$ cat config.mk
export PLATFORM = sky130hd
export DESIGN_NAME = render_fetch_scheduler
export DESIGN_NICKNAME = d
export VERILOG_FILES = /design/src/rtl/render_fetch_scheduler_pkg.sv /design/src/rtl/render_line_buffer.sv /design/src/rtl/render_fetch_scheduler.sv
export SDC_FILE = /design/constraint.sdc
export NUM_CORES = 1
export LEC_CHECK = 0
export CAP_MARGIN = 20
export CORE_MARGIN = 2
export CORE_UTILIZATION = 55
export DETAILED_ROUTE_END_ITERATION = 8
export PLACE_DENSITY = 0.75
export SETUP_SLACK_MARGIN = 0.4
export SLEW_MARGIN = 20
export SYNTH_ARGS = -nofsm -noshare
export SYNTH_HDL_FRONTEND = slang
export SYNTH_SLANG_ARGS = --single-unit
$ cat constraint.sdc
create_clock -name Clk -period 3.8 [get_ports Clk]
set_clock_uncertainty 0.2 [all_clocks]
set_input_delay 0.95 -clock Clk [delete_from_list [all_inputs] [get_ports Clk]]
set_output_delay 0.95 -clock Clk [all_outputs]
set_load 0.005 [all_outputs]
$ cat src/rtl/render_fetch_scheduler_pkg.sv
// render_fetch_scheduler_pkg: shared cell layout, display geometry and fetch FSM states.
package render_fetch_scheduler_pkg;
  localparam int CELL_SHIFT  = 3;
  localparam int H_ACTIVE    = 640;
  localparam int V_ACTIVE    = 480;
  localparam int V_TOTAL     = 525;
  localparam int GRID_W      = H_ACTIVE >> CELL_SHIFT;
  localparam int GRID_H      = V_ACTIVE >> CELL_SHIFT;
  localparam int SIGNAL_bits = 8;
  localparam int CELL_bits   = SIGNAL_bits + 3;
  typedef struct packed {
    logic                   ant;
    logic                   sugar;
    logic                   nest;
    logic [SIGNAL_bits-1:0] chem;
  } cell_t;
  typedef enum logic [1:0] {IDLE, FETCH, DRAIN} fetch_state_t;
endpackage

$ cat src/rtl/render_line_buffer.sv
// render_line_buffer: one grid row of cells, single write port, registered read port.
module render_line_buffer #(
  parameter int DEPTH = 80,
  parameter int W     = 11
) (
  input  logic                     clk_i,
  input  logic                     rst_ni,
  input  logic                     we_i,
  input  logic [$clog2(DEPTH)-1:0] waddr_i,
  input  logic [W-1:0]             wdata_i,
  input  logic [$clog2(DEPTH)-1:0] raddr_i,
  input  logic                     clr_i,
  output logic [W-1:0]             rdata_o
);
  logic [W-1:0] mem_q [DEPTH];
  always_ff @(posedge clk_i) begin
    if (we_i) mem_q[waddr_i] <= wdata_i;
  end
  // Only the read register is reset; it drives the render outputs directly.
  always_ff @(posedge clk_i or negedge rst_ni) begin
    if (!rst_ni) rdata_o <= '0;
    else         rdata_o <= clr_i ? '0 : mem_q[raddr_i];
  end
endmodule

$ cat src/rtl/render_fetch_scheduler.sv
// render_fetch_scheduler: shares the grid RAM between row prefetch for display and the sim engine.
module render_fetch_scheduler #(
  parameter int CELL_SHIFT = render_fetch_scheduler_pkg::CELL_SHIFT,
  parameter int H_ACTIVE   = render_fetch_scheduler_pkg::H_ACTIVE,
  parameter int V_ACTIVE   = render_fetch_scheduler_pkg::V_ACTIVE,
  parameter int V_TOTAL    = render_fetch_scheduler_pkg::V_TOTAL,
  parameter int GRID_W     = H_ACTIVE >> CELL_SHIFT,
  parameter int GRID_H     = V_ACTIVE >> CELL_SHIFT,
  parameter int ADDR_bits  = $clog2(GRID_W * GRID_H)
) (
  input  logic                                             Clk,
  input  logic                                             Reset_n,
  input  logic [9:0]                                       DrawX,
  input  logic [9:0]                                       DrawY,
  input  logic                                             vga_blank,
  input  logic                                             line_pulse,
  input  logic                                             sim_req,
  input  logic                                             sim_we,
  input  logic [ADDR_bits-1:0]                             sim_addr,
  input  logic [render_fetch_scheduler_pkg::CELL_bits-1:0] sim_wdata,
  output logic                                             sim_gnt,
  output logic                                             sim_rvalid,
  output logic [render_fetch_scheduler_pkg::CELL_bits-1:0] sim_rdata,
  output logic [ADDR_bits-1:0]                             ram_addr,
  output logic                                             ram_we,
  output logic [render_fetch_scheduler_pkg::CELL_bits-1:0] ram_wdata,
  input  logic [render_fetch_scheduler_pkg::CELL_bits-1:0] ram_rdata,
  output logic                                             renderAnt,
  output logic                                             renderSugar,
  output logic                                             renderNest,
  output logic [render_fetch_scheduler_pkg::SIGNAL_bits-1:0] renderChem,
  output logic                                             fetch_overrun
);
  import render_fetch_scheduler_pkg::*;
  localparam int IDX_W = $clog2(GRID_W);
  fetch_state_t   state_q;
  logic [IDX_W-1:0]     col_q;
  logic [ADDR_bits-1:0] base_q;
  logic                 overrun_q, rvalid_q;
  logic [9:0]           tgt;
  logic                 start, lb_we;
  logic [CELL_bits-1:0] lb_rdata;
  cell_t                px;
  assign tgt   = (DrawY == 10'(V_TOTAL - 1)) ? '0 : DrawY + 10'd1;
  assign start = line_pulse && (tgt < 10'(V_ACTIVE)) && (tgt[CELL_SHIFT-1:0] == '0);
  // Display fetch always wins; a qualifying pulse blocks the sim in the same cycle.
  assign sim_gnt    = Reset_n && sim_req && (state_q == IDLE) && !start;
  assign ram_addr   = (state_q == FETCH) ? base_q + ADDR_bits'(col_q) : sim_gnt ? sim_addr : '0;
  assign ram_we     = sim_gnt && sim_we;
  assign ram_wdata  = sim_gnt ? sim_wdata : '0;
  assign sim_rvalid = rvalid_q;
  assign sim_rdata  = rvalid_q ? ram_rdata : '0;
  assign fetch_overrun = overrun_q;
  // Read data lags its address by one cycle, so it lands at col-1 (DRAIN catches the last word).
  assign lb_we = ((state_q == FETCH) && (col_q != '0)) || (state_q == DRAIN);
  always_ff @(posedge Clk or negedge Reset_n) begin
    if (!Reset_n) begin
      state_q   <= IDLE;
      col_q     <= '0;
      base_q    <= '0;
      overrun_q <= 1'b0;
      rvalid_q  <= 1'b0;
    end else begin
      rvalid_q <= sim_gnt && !sim_we;
      if (start) begin
        state_q <= FETCH;
        col_q   <= '0;
        base_q  <= (tgt == '0) ? '0 : base_q + ADDR_bits'(GRID_W);
        if (state_q != IDLE) overrun_q <= 1'b1;
      end else if (state_q == FETCH) begin
        col_q <= col_q + 1'b1;
        if (col_q == IDX_W'(GRID_W - 1)) state_q <= DRAIN;
      end else if (state_q == DRAIN) begin
        state_q <= IDLE;
      end
    end
  end
  render_line_buffer #(
    .DEPTH(GRID_W),
    .W    (CELL_bits)
  ) u_line_buffer (
    .clk_i  (Clk),
    .rst_ni (Reset_n),
    .we_i   (lb_we),
    .waddr_i(col_q - 1'b1),
    .wdata_i(ram_rdata),
    .raddr_i(IDX_W'(DrawX >> CELL_SHIFT)),
    .clr_i  (vga_blank),
    .rdata_o(lb_rdata)
  );
  assign px          = cell_t'(lb_rdata);
  assign renderAnt   = px.ant;
  assign renderSugar = px.sugar;
  assign renderNest  = px.nest;
  assign renderChem  = px.chem;
endmodule

==> results of run 1 <==
-- kinds of logic (layout without fill, tap and decap cells) --
logic type,after synthesis,in the layout,synth area share [%]
adders and majority gates,8,8,0.278
xor gates and xnor gates,19,19,0.462
other,0,3,0
DFF,911,911,75.5
and+or+nand+nor,287,287,3.70
AOI/OAI and AO/OA,161,161,3.13
buffers and inverters,111,444,1.56
muxes,270,270,15.4
-- layer usage --
metal  vias up  wire, µm  global-route usage [%]
li1       7841         -                       -
met4         2      2450                    9.10
met3       147      7600                    5.09
met1      9948     33100                    36.2
met2      1085     42700                    41.9
met5         -        14                       0
-- critical path, cell delays in order --
cell	delay [ns]
buf_8	0.11
ha_4	0.17
xor2_1	0.14
or3_1	0.33
nor3_2	0.21
o211a_1	0.23
nor2_4	0.08
buf_12	0.13
buf_16	0.12
a22o_1	0.21
buf_2	0.12
-- layout make-up --
cell class | instances | area [µm²]
Antenna cell | 3 | 7.51
Timing Repair Buffer | 267 | 2390
Tap cell | 855 | 1070
Inverter | 17 | 66.3
Clock buffer | 113 | 2360
Multi-Input combinational cell | 745 | 8560
Fill cell | 4108 | 22500
Sequential cell | 911 | 27200
Clock inverter | 47 | 442
-- per-stage QoR --
step | std cells | hold WS (ns) | power (µW) | TNS [ns]
2_1_floorplan | 1767 | 0.268 | 14300 | 0
3_3_place_gp | 2781 | 0.272 | 16000 | -20.09
3_5_place_dp | 2781 | 0.276 | 16100 | -25.11
4_1_cts | 2953 | 0.188 | 24600 | -2.31
5_1_grt | 2957 | 0.228 | 25300 | -3.54
6_report | 2958 | 0.202 | 24600 | -1.95
-- worst max path at each step --
stage / cells after the start / slack (ns) / start / to
floorplan: 9 / 0.11 / DrawY[1] / ram_addr[10]
CTS: 11 / -0.15 / DrawY[0] / ram_addr[2]
global route: 11 / -0.19 / DrawY[0] / ram_addr[12]
detailed placement: 10 / -0.99 / DrawY[1] / ram_addr[2]
finish: 11 / -0.14 / DrawY[0] / ram_addr[3]
global placement: 10 / -0.82 / DrawY[1] / ram_addr[3]
-- registers in the layout, summed over array words and instances, names as in the netlist --
register	cells
u_line_buffer.mem_q	880
u_line_buffer.rdata_o	11
state_q	2
col_q	7
fetch_overrun	1
base_q	9
sim_rvalid	1
-- report_power, final --
group	switching, µW	internal (µW)	total [µW]
clock	3660	4880	8530
combinational	2510	1380	3900
sequential	272	11900	12200
total	6440	18100	24600
-- placed cells by master (no fill, tap or decap), types with 14 or more instances in the layout --
cell type	netlist	routed
a21oi_1	32	30
a22o_1	16	16
a22oi_1	25	25
and2_1	26	26
buf_12	0	18
buf_2	19	39
buf_4	18	140
clkbuf_1	41	22
clkbuf_16	0	91
clkdlybuf4s50_1	0	56
clkinv_1	0	18
clkinv_2	0	14
dfrtp_1	31	31
edfxtp_1	880	880
inv_1	15	14
mux2i_1	42	42
mux4_2	228	228
nand2_1	62	60
nand3_1	26	25
nor2_1	116	81
nor2_2	1	20
nor2_4	0	16
nor3_1	18	18
o21ai_0	17	17
o22ai_1	14	14
-- cells in the mapped netlist (6+ instances only) --
cell type / number
buf_2: 19
ha_1: 8
clkbuf_1: 41
buf_1: 9
a22oi_1: 25
edfxtp_1: 880
xnor2_1: 9
nand3_1: 26
o21ai_0: 17
mux2i_1: 42
nand2_1: 62
and2_1: 26
buf_4: 18
mux4_2: 228
buf_6: 7
o2111ai_1: 7
a211oi_1: 6
nor2_1: 116
a221oi_1: 10
a2bb2oi_1: 7
dfrtp_1: 31
inv_1: 15
nor4_1: 6
xor2_1: 10
nor3_1: 18
a22o_1: 16
nand2b_1: 7
o22ai_1: 14
a21oi_1: 32
-- repair_timing --
action                     CTS  global route
hold endpoints to repair     1             0
setup endpoints to repair  272           144
pin swaps                   18             5
gates resized for setup    194            19
cloned                       3             0
buffers inserted             8             1
hold buffers                 1             0
==> flow_summary.toml, run 1 <==
[synth]
ys.flop_type = "edfxtp_1"
synth_fp_nets = 1836
synth_cells = 1767
async_flop_share_pct = 3.40
yosys_warnings = 0
ys_seq_area_share_pct = 75.5
synth.top_cell.area_share_pct = 73.3
synth_edf_count = 880
syn_avg_cell_area_um2 = 20.4
ys_types = 57
synthTopCellsByArea = "edfxtp_1 (73%), mux4_2 (14%), dfrtp_1 (2.2%), nor2_1 (1.2%), mux2i_1 (1.2%)"
yosys.area.top_type = "edfxtp_1"
syn_area_mm2 = 0.0360
ys_ff_latch = 911

[cts]
clk_latency_ns = 0.65
cts_tree = "done"
htree_levels = 3
cts_root_buf = "clkbuf_16"
cts_buffers = 89
path_clk_slew_ns = 0.06
cts_buffer_depth = 3
cts_num_sinks = 911

[critical_path]
startpoint_type = "input pin"
worstPathMaxFanout = 7
endpoint_kind = "output pin"
reg2reg_depth = 8
critical_path_arrival_ns = 2.79
r2r_start = "col_q[1]"
worst_r2r_endpoint = "u_line_buffer.mem_q[15][5]"
critical_path_required_ns = 2.65
r2r_slack_ns = 0.54
crit_type = "input pin to output pin"

[placed_design]
place_area_mm2 = 0.0390
place.gp.congestion = 0.860
dpl_worst_slack_ns = -0.989
io_buffer_count = 107
dpl.hpwl_mm = 52.4

[floorplanning]
rows = 93
ios = 111
die_area_mm2 = 0.0676
initial_core_util_pct = 55.8
chipWidth_um = 260
core_mm2 = 0.0646
die_y_um = 260

[detailed_routing]
drt_first_pass_iters = 8
drcViolationCount = 0
avgRoutedWirePerCell_um = 29.0
detail_route.wirelength_mm = 85.9
vias = 19000
postRouteAntennaNets = 0
viasPerCell = 6.43
drtIter0Drc = 2278

[sta]
setup_viol = 24
max_freq_ghz = 0.254
finalWorstSetupSlack_ns = -0.138
worstMarginPinSlew_ns = 0.951
maxSlewHeadroom_pct = 36.6
maxSlewViolCount = 0
finalHoldViolCount = 0
rsz0062_at_grt = "true"
layout_min_cycle_time_ns = 3.94
fin_crit_sh_pct = 104

[hold_path]
hp-class = "input pin to asynchronous set/reset pin"

[global_route]
antenna_found_initial = 3
grt_pass1_wl_mm = 128
grt_max_degree = 81
grt_pass1_vias = 19100
grt_overflow = 0
grt_usage_pct = 26.1

[status]
outcome = "finished with violations"
violations = "negative setup slack"

[pwr]
p_per_area_mw_per_mm2 = 584
peakVddDrop_uv = 320
p_leak_uw = 0.0138

[flow_run]
cap_violations = 0

[final_layout]
final_area_mm2 = 0.0421
final_layout_size_suffix_gt1_share_pct = 29.3
fin_util_pct = 65.2
num-nets-final = 2100
area.growth.synth_to_final_pct = 16.8
Note: power is estimated with default switching activity, not from simulation.
==> run 2: changes to the inputs <==
Settings changed: CELL_PAD_IN_SITES_DETAIL_PLACEMENT set to 1, CELL_PAD_IN_SITES_GLOBAL_PLACEMENT set to 2, CORE_UTILIZATION 55 to 44, PLACE_DENSITY 0.75 to unset, PLACE_DENSITY_LB_ADDON set to 0.1, RECOVER_POWER set to 50.
==> flow_summary.toml, run 2 (synthesis gave the netlist of run 1 again) <==
[sta]
layout_min_cycle_time_ns = 3.95
rsz0062_at_grt = "true"
max_freq_ghz = 0.253
fin_crit_sh_pct = 104
maxSlewViolCount = 656
whs_ns = 0.326
maxSlewHeadroom_pct = -47.6
setup_viol = 25
finalHoldViolCount = 0
finalWorstSetupSlack_ns = -0.153
worstMarginPinSlew_ns = 2.21

[critical_path]
endpoint_kind = "output pin"
critical_path_required_ns = 2.65
startpoint_type = "input pin"
critical_path.most_common_cell = "buf_6"
worstPathMaxFanout = 7
crit_slowest_cell = "o31a_1"
crit_type = "input pin to output pin"
crit_buf_inv = 5
critical_path_arrival_ns = 2.80
crit_chain = "buf_6 > buf_6 > nand4_1 > o31a_1 > nor3_4 > o211a_1 > nor2_4 > buf_6 > buf_16 > a22o_1 > buf_2"
cp_top_family = "compound AO/OA/AOI/OAI gates"
slowest_delay_ns = 0.37

[detailed_routing]
vias = 18700
drtIter0Drc = 1512
drt_first_pass_iters = 5
postRouteAntennaNets = 0
drcViolationCount = 0
avgRoutedWirePerCell_um = 29.9
detail_route.wirelength_mm = 96.8
viasPerCell = 5.77

[floorplanning]
chipWidth_um = 290
ios = 111
die_y_um = 290
die_area_mm2 = 0.0842
rows = 104
core_mm2 = 0.0808
initial_core_util_pct = 44.6

[pwr]
total_power_uw = 25600
peakVddDrop_uv = 407
p_per_area_mw_per_mm2 = 595
p_leak_uw = 0.0142

[cts]
cts_num_sinks = 911
htree_levels = 3
cts_buffer_depth = 3
cts_root_buf = "clkbuf_16"
clk_latency_ns = 0.65
ctsHoldBuffers = 0
cts_buffers = 96
cts_tree = "done"
path_clk_slew_ns = 0.06

[global_route]
grt_max_degree = 81
grt_overflow = 0
grt_usage_pct = 23.3
antenna_found_initial = 5
grt_pass1_wl_mm = 142
grt_pass1_vias = 20000

[hold_path]
hp-class = "flip-flop to flip-flop"

[status]
violations = "max-capacitance violations, max-slew violations, negative setup slack"
outcome = "finished with violations"

[final_layout]
final_area_mm2 = 0.0430
area.growth.synth_to_final_pct = 19.3
fin_util_pct = 53.2
final_common_cell = "edfxtp_1"
final_cell_mix = "edfxtp_1 (880), mux4_2 (228), buf_4 (177)"
largest_register_ffs = 880
largest_register = "u_line_buffer.mem_q"
num-nets-final = 2163
final_layout_size_suffix_gt1_share_pct = 30.0
reg.largest.list = "u_line_buffer.mem_q: 880 flops, u_line_buffer.rdata_o: 11 flops, base_q: 9 flops"

[flow_run]
cap_violations = 10

[placed_design]
io_buffer_count = 107
dpl_worst_slack_ns = -0.935
place.gp.congestion = 0.808
dpl.hpwl_mm = 60.7
place_area_mm2 = 0.0396
-- run 2: changes by cell type in the layout (fill, tap and decap cells not counted), moves of 7 or more --
cell	delta
and2_1	-10
and2_4	+10
buf_2	-21
buf_4	+37
buf_6	+17
clkbuf_1	+14
clkbuf_16	+7
clkbuf_2	+11
nor2_1	+30
nor2_2	-15
nor2_4	-15
-- run 2: report_power, final --
| group | internal (µW) | total [µW] | switching, µW |
|---|---|---|---|
| clock | 5550 | 9440 | 3890 |
| combinational | 1430 | 4000 | 2570 |
| sequential | 11900 | 12200 | 257 |
| total | 18900 | 25600 | 6710 |
-- run 2: stage by stage --
step                      TNS (ns)  cells
after floorplan                  0   1767
after global placement      -21.68   3042
after detailed placement    -23.41   3043
after CTS                    -2.05   3233
after global routing         -5.11   3234
final                        -2.13   3236
-- run 2: metal layers --
| metal | part of all wire [%] | wire, µm | global-route usage [%] |
|---|---|---|---|
| met1 | 44 | 42300 | 33.1 |
| met2 | 50 | 48400 | 38.8 |
| met3 | 4.5 | 4350 | 2.77 |
| met4 | 1.8 | 1700 | 5.56 |
| met5 | 0 | 0 | 0 |
-- run 2: path summary, 6_finish.rpt --
check,depth (start not counted),slack [ns],start,to
max reg2reg,8,0.67,col_q[1],u_line_buffer.mem_q[76][4]
max in group asynchronous,2,1.05,Reset_n,col_q[3]
min in group asynchronous,2,1.07,Reset_n,base_q[5]
min reg2reg,1,0.33,fetch_overrun,fetch_overrun
min,1,0.33,fetch_overrun,fetch_overrun
max,11,-0.15,DrawY[1],ram_addr[12]
-- run 2: layout make-up --
cell class	instances	area, µm²
Multi-Input combinational cell	745	8440
Clock buffer	119	2530
Fill cell	7126	37800
Tap cell	1060	1330
Inverter	17	66.3
Sequential cell	911	27200
Timing Repair Buffer	323	2780
Antenna cell	2	5.00
Clock inverter	59	638
-- run 2: timing repair --
item                                    CTS  global route
gates resized for setup                 192             7
pin swaps                                25            17
gates cloned                              3             0
endpoints found under the setup margin   45            32
hold endpoints to repair                  0             0
buffers inserted                          9             0
==> run 3: changes to the inputs <==
Settings changed: PLACE_DENSITY set to 0.79, PLACE_DENSITY_LB_ADDON 0.1 to unset, SKIP_LAST_GASP set to 1.
==> flow_summary.toml, run 3 (synthesis gave the netlist of run 1 again) <==
[status]
outcome = "finished with violations"
violations = "max-capacitance violations, max-slew violations, negative setup slack"

[flow_run]
cap_violations = 12

[final_layout]
fin_util_pct = 53.2
num-nets-final = 2181
reg.largest.list = "u_line_buffer.mem_q: 880 flops, u_line_buffer.rdata_o: 11 flops, base_q: 9 flops"
final_cell_count_no_fill = 3255
largest_register_ffs = 880
num-fill-cells = 7201
final_common_cell = "edfxtp_1"
final_cell_mix = "edfxtp_1 (880), mux4_2 (228), buf_4 (190)"
final_layout_size_suffix_gt1_share_pct = 30.8
largest_register = "u_line_buffer.mem_q"
area.growth.synth_to_final_pct = 19.2

[cts]
cts_buffer_depth = 3
clk_latency_ns = 0.64
htree_levels = 3
cts_buffers = 94
cts_root_buf = "clkbuf_16"
cts_tree = "done"
path_clk_slew_ns = 0.06
cts_num_sinks = 911
ctsHoldBuffers = 0

[critical_path]
critical_path.most_common_cell = "buf_6"
worstPathMaxFanout = 5
critical_path_arrival_ns = 2.87
crit_slowest_cell = "or3_4"
slowest_delay_ns = 0.35
startpoint_type = "input pin"
crit_chain = "buf_6 > ha_4 > xor2_1 > or3_4 > nor3_4 > o211a_1 > nor2_4 > buf_6 > buf_6 > buf_6 > a22o_1 > buf_2"
crit_type = "input pin to output pin"
endpoint_kind = "output pin"
critical_path_required_ns = 2.65

[pwr]
p_leak_uw = 0.0142
peakVddDrop_uv = 351
total_power_uw = 25200
p_per_area_mw_per_mm2 = 585

[sta]
layout_min_cycle_time_ns = 4.02
worstMarginPinSlew_ns = 2.31
whs_ns = 0.304
setup_viol = 26
maxSlewHeadroom_pct = -53.8
finalHoldViolCount = 0
maxSlewViolCount = 673
finalWorstSetupSlack_ns = -0.221
fin_crit_sh_pct = 106
rsz0062_at_grt = "true"
max_freq_ghz = 0.249

[detailed_routing]
drtIter0Drc = 1983
drt_first_pass_iters = 7
vias = 19100
postRouteAntennaNets = 0
detail_route.wirelength_mm = 94.7
viasPerCell = 5.85
avgRoutedWirePerCell_um = 29.1
drcViolationCount = 0

[placed_design]
dp.cells = 3057
io_buffer_count = 107
dpl.hpwl_mm = 61.3
place.gp.congestion = 0.869

[global_route]
antenna_found_initial = 6
grt_overflow = 0
grt_pass1_wl_mm = 140
grt_max_degree = 81
grt_usage_pct = 22.7
grt_pass1_vias = 20500

[floorplanning]
die_y_um = 290
chipWidth_um = 290
initial_core_util_pct = 44.6
core_mm2 = 0.0808
die_area_mm2 = 0.0842
ios = 111
rows = 104

[hold_path]
hp-class = "flip-flop to flip-flop"
run 3: cell types whose count changed in the layout (fill, tap and decap cells not counted), moves of 3 or more:
cell and delta:
buf_12 +7, buf_4 +13, nor2_2 +3, buf_16 -3
bufinv_16 -5, clkinv_1 -3, buf_2 +3, nor2_1 -3
clkinv_2 +7
run 3: area by class of cell:
class	instances	area (µm²)	share of cell area, %
clock buffers	117	2500	5.82
diodes	4	10.0	0.0233
flip-flops and latches	911	27200	63.3
repair buffers	343	2950	6.86
well taps	1060	1330	3.09
inverters	17	66.3	0.154
multi-input cells	745	8450	19.6
clock inverters	58	482	1.12
run 3: report_power, final:
part           total [µW]  switching (µW)  internal [µW]
clock                8950            3810           5150
combinational        4020            2520           1500
sequential          12200             292          11900
run 3: final timing paths:
path | start | to | slack, ns | cells after the start
worst min-delay path | fetch_overrun | fetch_overrun | 0.30 | 1
min in group asynchronous | Reset_n | u_line_buffer.rdata_o[2] | 0.97 | 2
max in group asynchronous | Reset_n | sim_rvalid | 1.09 | 2
worst max-delay path | DrawY[0] | ram_addr[3] | -0.22 | 12
worst max register to register | col_q[1] | u_line_buffer.mem_q[62][8] | 0.61 | 8
worst min register to register | fetch_overrun | fetch_overrun | 0.30 | 1
run 3: worst max-delay path: cells and delay by family:
family / cells / cell delay (ns)
simple gates: 3 / 0.60
buf+inv: 5 / 0.59
compound gates: 2 / 0.44
fa+ha+maj: 1 / 0.15
xor+xnor: 1 / 0.15
run 3: layer usage:
metal | up-vias | GRT usage (%) | part of all wire, %
li1 | 8007 | - | -
met1 | 10100 | 30.9 | 40
met2 | 769 | 37.1 | 49
met3 | 159 | 4.41 | 7.7
met4 | 2 | 7.37 | 2.8
met5 | - | 0 | 0.014
run 3: metrics by stage:
step	TNS (ns)	setup slack (ns)	cell area, µm²
3_3_place_gp	-21.55	-0.876	39800
6_report	-2.89	-0.221	43000
4_1_cts	-2.94	-0.207	43000
5_1_grt	-6.39	-0.301	43000
2_1_floorplan	0	0.112	36100
3_5_place_dp	-22.13	-0.902	39800
run 3: repair_timing:
action / 4_1_cts / 5_1_grt
resized for setup: 193 / 12
setup buffers: 13 / 5
pin swaps: 18 / 9
cloned: 1 / 0
endpoints found under the setup margin: 88 / 27
